==> src/rtl/traffic_phase_ctrl_if.sv <==
// Signal bundle between the phase controller and its environment
// (time base, maintenance request, compare block, lamp drivers, display).
interface traffic_phase_ctrl_if #(
    parameter int size = 8
);
    logic            tick;
    logic            en;
    logic            flash;
    logic            equal;
    logic [size-1:0] cnt;
    logic            sel;
    logic [2:0]      ns_light;
    logic [2:0]      ew_light;
    logic [size-1:0] remain;
    logic            phase_done;
    logic            err;

    // master: the phase controller itself
    modport master (
        input  tick, en, flash, equal,
        output cnt, sel, ns_light, ew_light, remain, phase_done, err
    );

    // slave: time base, compare block, lamps and display
    modport slave (
        output tick, en, flash, equal,
        input  cnt, sel, ns_light, ew_light, remain, phase_done, err
    );
endinterface

==> src/rtl/traffic_phase_ctrl.sv <==
// Four-phase traffic light sequencer with tick timer, flashing-yellow
// maintenance mode, overflow fail-safe and remaining-time output.
module traffic_phase_ctrl #(
    parameter int size   = 8,
    parameter int GREEN  = 30,
    parameter int YELLOW = 3
) (
    input  logic                 clk,
    input  logic                 rst_n,
    traffic_phase_ctrl_if.master bus
);
    typedef enum logic [2:0] {
        NS_G  = 3'd0,
        NS_Y  = 3'd1,
        EW_G  = 3'd2,
        EW_Y  = 3'd3,
        FLASH = 3'd4
    } state_t;

    localparam logic [size-1:0] one_w    = {{(size-1){1'b0}}, 1'b1};
    localparam logic [size-1:0] green_w  = size'(GREEN);
    localparam logic [size-1:0] yellow_w = size'(YELLOW);

    state_t          state_reg, state_next, adv_state;
    logic [size-1:0] cnt_reg, cnt_next;
    logic            blink_reg, blink_next;
    logic            err_reg, err_next;
    logic            phase_done_reg, phase_done_next;
    logic [size-1:0] target;

    // State register
    always_ff @(posedge clk or negedge rst_n) begin
        if (!rst_n) begin
            state_reg      <= NS_G;
            cnt_reg        <= one_w;
            blink_reg      <= 1'b0;
            err_reg        <= 1'b0;
            phase_done_reg <= 1'b0;
        end else begin
            state_reg      <= state_next;
            cnt_reg        <= cnt_next;
            blink_reg      <= blink_next;
            err_reg        <= err_next;
            phase_done_reg <= phase_done_next;
        end
    end

    always_comb begin
        adv_state = NS_G;
        case (state_reg)
            NS_G:    adv_state = NS_Y;
            NS_Y:    adv_state = EW_G;
            EW_G:    adv_state = EW_Y;
            EW_Y:    adv_state = NS_G;
            default: adv_state = NS_G;
        endcase
    end

    // Next-state logic; en=0 freezes everything, flash outranks tick/equal
    always_comb begin
        state_next      = state_reg;
        cnt_next        = cnt_reg;
        blink_next      = blink_reg;
        err_next        = err_reg;
        phase_done_next = 1'b0;
        if (bus.en) begin
            if (state_reg == FLASH) begin
                if (!bus.flash) begin
                    state_next      = NS_G;
                    cnt_next        = one_w;
                    blink_next      = 1'b0;
                    phase_done_next = 1'b1;
                end else if (bus.tick) begin
                    blink_next = ~blink_reg;
                    cnt_next   = one_w;
                end
            end else if (bus.flash) begin
                state_next      = FLASH;
                cnt_next        = one_w;
                blink_next      = 1'b1;
                phase_done_next = 1'b1;
            end else if (bus.tick) begin
                if (bus.equal) begin
                    state_next      = adv_state;
                    cnt_next        = one_w;
                    phase_done_next = 1'b1;
                end else if (&cnt_reg) begin
                    // compare never matched: force the phase on and latch the fault
                    state_next      = adv_state;
                    cnt_next        = one_w;
                    err_next        = 1'b1;
                    phase_done_next = 1'b1;
                end else begin
                    cnt_next = cnt_reg + one_w;
                end
            end
        end
    end

    // Moore output decode
    always_comb begin
        bus.sel      = 1'b0;
        bus.ns_light = 3'b001;
        bus.ew_light = 3'b100;
        target       = green_w;
        bus.remain   = '0;
        case (state_reg)
            NS_G: begin
                bus.sel = 1'b0; bus.ns_light = 3'b001; bus.ew_light = 3'b100;
            end
            NS_Y: begin
                bus.sel = 1'b1; bus.ns_light = 3'b010; bus.ew_light = 3'b100;
            end
            EW_G: begin
                bus.sel = 1'b0; bus.ns_light = 3'b100; bus.ew_light = 3'b001;
            end
            EW_Y: begin
                bus.sel = 1'b1; bus.ns_light = 3'b100; bus.ew_light = 3'b010;
            end
            default: begin
                bus.sel      = 1'b1;
                bus.ns_light = blink_reg ? 3'b010 : 3'b000;
                bus.ew_light = blink_reg ? 3'b010 : 3'b000;
            end
        endcase
        target = bus.sel ? yellow_w : green_w;
        // saturate instead of wrapping when the counter has run past the target
        if (state_reg != FLASH && cnt_reg <= target)
            bus.remain = target - cnt_reg + one_w;
    end

    assign bus.cnt        = cnt_reg;
    assign bus.err        = err_reg;
    assign bus.phase_done = phase_done_reg;
endmodule

==> src/flat_wrapper.sv <==
// flat-port wrapper written by rule: the top's interface ports become plain ports
module traffic_phase_ctrl_flat 
#(
    parameter int size   = 8,
    parameter int GREEN  = 30,
    parameter int YELLOW = 3
)
  (clk, rst_n, bus_tick, bus_en, bus_flash, bus_equal, bus_cnt, bus_sel, bus_ns_light, bus_ew_light, bus_remain, bus_phase_done, bus_err);
  traffic_phase_ctrl_if #(.size(size)) bus_i ();
  input  logic clk;
  input  logic rst_n;
  input wire logic [$bits(bus_i.tick)-1:0] bus_tick;
  input wire logic [$bits(bus_i.en)-1:0] bus_en;
  input wire logic [$bits(bus_i.flash)-1:0] bus_flash;
  input wire logic [$bits(bus_i.equal)-1:0] bus_equal;
  output wire logic [$bits(bus_i.cnt)-1:0] bus_cnt;
  output wire logic [$bits(bus_i.sel)-1:0] bus_sel;
  output wire logic [$bits(bus_i.ns_light)-1:0] bus_ns_light;
  output wire logic [$bits(bus_i.ew_light)-1:0] bus_ew_light;
  output wire logic [$bits(bus_i.remain)-1:0] bus_remain;
  output wire logic [$bits(bus_i.phase_done)-1:0] bus_phase_done;
  output wire logic [$bits(bus_i.err)-1:0] bus_err;
  assign bus_i.tick = bus_tick;
  assign bus_i.en = bus_en;
  assign bus_i.flash = bus_flash;
  assign bus_i.equal = bus_equal;
  assign bus_cnt = bus_i.cnt;
  assign bus_sel = bus_i.sel;
  assign bus_ns_light = bus_i.ns_light;
  assign bus_ew_light = bus_i.ew_light;
  assign bus_remain = bus_i.remain;
  assign bus_phase_done = bus_i.phase_done;
  assign bus_err = bus_i.err;
  traffic_phase_ctrl #(.size(size), .GREEN(GREEN), .YELLOW(YELLOW)) u_core (.clk(clk), .rst_n(rst_n), .bus(bus_i));
endmodule
==> config.mk <==
export PLATFORM = sky130hd
export DESIGN_NAME = traffic_phase_ctrl_flat
export DESIGN_NICKNAME = d
export VERILOG_FILES = /design/src/rtl/traffic_phase_ctrl_if.sv /design/src/rtl/traffic_phase_ctrl.sv /design/src/flat_wrapper.sv
export SDC_FILE = /design/constraint.sdc
export NUM_CORES = 1
export LEC_CHECK = 0
export CORE_MARGIN = 2
export CORE_UTILIZATION = 40
export DETAILED_ROUTE_END_ITERATION = 8
export PLACE_DENSITY = 0.67
export SETUP_SLACK_MARGIN = 0.4
export SLEW_MARGIN = 15
export SYNTH_ARGS = -nofsm -noshare
export SYNTH_HDL_FRONTEND = slang
export SYNTH_SLANG_ARGS = --single-unit
export TNS_END_PERCENT = 1
==> constraint.sdc <==
create_clock -name clk -period 2.95 [get_ports clk]
set_input_delay 0.7375 -clock clk [delete_from_list [all_inputs] [get_ports clk]]
set_output_delay 0.7375 -clock clk [all_outputs]
set_load 0.02 [all_outputs]
==> results.yml <==
outcome:
  status: "completed"
clock_tree:
  root_buffer: "clkbuf_4"
  cts_tree: "yes"
  cts_made_buffers: 3
  htree_levels: 1
  hold_buffers: 0
  worstSkewPairLatency_ns: 0.29
  cts_buffer_depth: 2
  cts.sinks: 14
  clk_transition_reported_paths_ns: 0.09
route:
  wl_per_cell_um: 14.3
  vias: 1306
  ant_nets: 0
  wirelength_um: 3460
  drt_pass1_iterations: 4
  drtIter0Drc: 38
  drc: 0
  via_per_inst: 5.42
placed_design:
  placed_area_um2: 1850
  port_buffers: 30
  gp_congestion: 0.830
  post-dp-hpwl_um: 2650
min_path:
  min-delay-start: "u_core.bus.err"
  min_to: "u_core.bus.err"
  holdPathStages: 1
  hp-class: "reg -> reg"
sta:
  relSlewSlack_pct: 56.2
  finalMaxSlewViolations: 0
  setup-tns-final_ns: 0
  finalSetupViolCount: 0
  period_needed_ns: 2.94
  fmax_ghz: 0.340
  hold_ws_ns: 0.483
  period_share_pct: 99.7
  rsz0062_at_grt: "yes"
  hold_viol: 0
  worst_pin_slew_ns: 0.655
  skew_ns: 0.00660
cells_and_area:
  fin_util_pct: 63.3
  drive_gt1_share_pct: 37.1
  area_delta_synth_final_pct: 53.0
  finish.instance_area_um2: 1920
  fill_cells: 291
  layout.nets: 213
  multiInputGateArea_um2: 948
  antenna_cells: 0
  largest_reg_flops: 8
  regArea_um2: 353
pwr:
  p_leak_nw: 0.883
  power_w: 0.00140
  ir_drop_v: 0.000345
  p_per_area_nw_per_um2: 728
synthesis:
  synthArstFlopShare_pct: 100
  synth_edf_count: 0
  synth_top_area_share_pct: 25.9
  synth-main-ff-cell: "dfrtp_1"
  post-synth-top-count-cell: "nand2_1"
  synth.largest_area_cell: "dfrtp_1"
  synth_cell_type_count: 51
  synthTopCellsByArea: "dfrtp_1, ha_1, nand2_1"
  syn_area_um2: 1250
  synth_seq_area_share_pct: 28.0
  synth_common_cells: "nand2_1, dfrtp_1, a21oi_1, ha_1, o21ai_0"
  syn_inst: 143
  yosys_warnings: 0
  syn_avg_cell_area_um2: 8.77
  ys_ff_latch: 14
  syn_nets: 158
critical_path:
  start_kind: "register"
  cp-end-kind: "output pin"
  crit_arrival_ns: 2.20
  reg2reg_depth: 6
  rrSetupSlack_ns: 0.87
  cp.required_ns: 2.21
  startpoint: "u_core.state_reg[0]"
  r2r-end: "u_core.state_reg[2]"
  worstSetupPathType: "reg -> out"
  rr_startpoint: "u_core.bus.cnt[0]"
  crit_fanout: 4
floorplanning:
  die-area_um2: 3600
  core-area_um2: 3030
  die_height_um: 60.0
  initial_core_util_pct: 41.4
  rows: 20
  die_w_um: 60.0
  pin_count: 31
global_route:
  grt_pass1_vias: 1312
  grt.overflow.total: 0
  grtUsageTotal_pct: 20.7
  grt_antenna_before_repair: 0
  grt_pass1_wl_um: 5720
  grt_max_degree: 15
run:
  max_cap_viol_count: 0
worst max-delay path, cell delays in order (launching register included):
cell     delay (ns)
dfrtp_1        0.42
nor2_4         0.22
ha_4           0.25
buf_4          0.15
xor2_1         0.21
a31oi_2        0.14
nor2b_1        0.17
nor4_4         0.19
buf_4          0.17
layer usage:
layer  vias to the layer above  share of wire, %  GRT usage, %  routed length, um
li1                        632                 -             -                  -
met1                       640                43          23.9               1480
met2                        29                53          40.1               1840
met3                         5               3.0          1.30                103
met4                         0              0.98          6.03                 34
met5                         -                 0             0                  0
worst max-delay path by stage:
stage	cells after the start	endpoint	slack (ns)
floorplan	8	bus_remain[5]	0.20
global placement	8	bus_remain[5]	-0.16
detailed placement	8	bus_remain[5]	-0.22
CTS	7	bus_remain[4]	0.01
global route	8	bus_remain[4]	-0.09
finish	8	bus_remain[5]	0.008
kinds of logic (layout without fill, tap and decap cells):
family / Yosys count / in the layout / share of synthesized area (%)
and+or+nand+nor: 65 / 65 / 32.3
AOI/OAI and AO/OA: 35 / 35 / 19.7
buffers and inverters: 15 / 69 / 6.49
DFF: 14 / 14 / 28.0
adders and majority gates: 9 / 9 / 8.98
xor gates and xnor gates: 3 / 3 / 2.10
muxes: 2 / 2 / 2.40
through the flow:
step / worst slack [ns] / std cells
after floorplan: 0.200 / 143
after detailed placement: -0.217 / 236
after global routing: -0.0914 / 241
after global placement: -0.163 / 236
final: 0.00770 / 241
after CTS: 0.0103 / 241
power by group:
part	switching [W]	leakage [nW]	internal, W	total [W]
clock	0.0000665	0.0150	0.0000526	0.000119
sequential	0.0000237	0.183	0.000217	0.000241
combinational	0.000528	0.685	0.000507	0.00104
cell type report:
| class | count | share of cell area (%) |
|---|---|---|
| inverter | 7 | 1.37 |
| multi-input combinational | 114 | 49.4 |
| sequential | 14 | 18.4 |
| clock buffer | 4 | 1.37 |
| timing repair buffer | 58 | 26.5 |
| tap | 44 | 2.87 |
cells in the final DEF (no fill, tap or decap), types with 3 or more instances in the layout:
| cell | synthesis | final |
|---|---|---|
| dlymetal6s2s_1 | 0 | 6 |
| inv_1 | 6 | 6 |
| nand3_1 | 3 | 3 |
| o21ai_0 | 9 | 9 |
| and4_1 | 3 | 3 |
| buf_4 | 1 | 30 |
| nor2b_1 | 4 | 3 |
| ha_1 | 9 | 4 |
| buf_6 | 2 | 3 |
| a21oi_2 | 0 | 3 |
| nand2_1 | 18 | 17 |
| dfrtp_1 | 13 | 12 |
| buf_2 | 3 | 3 |
| o31ai_1 | 3 | 3 |
| clkbuf_4 | 0 | 3 |
| a21oi_1 | 11 | 8 |
| nor3_1 | 7 | 6 |
| clkdlybuf4s50_1 | 0 | 16 |
| nor2_1 | 7 | 6 |
| ha_4 | 0 | 4 |
repair_timing:
action,4_1_cts,5_1_grt
endpoints found under the hold margin,0,0
pin swaps,8,2
setup buffers,1,0
resized for setup,47,11
endpoints found under the setup margin,11,14
(Power assumes the default switching activity.)
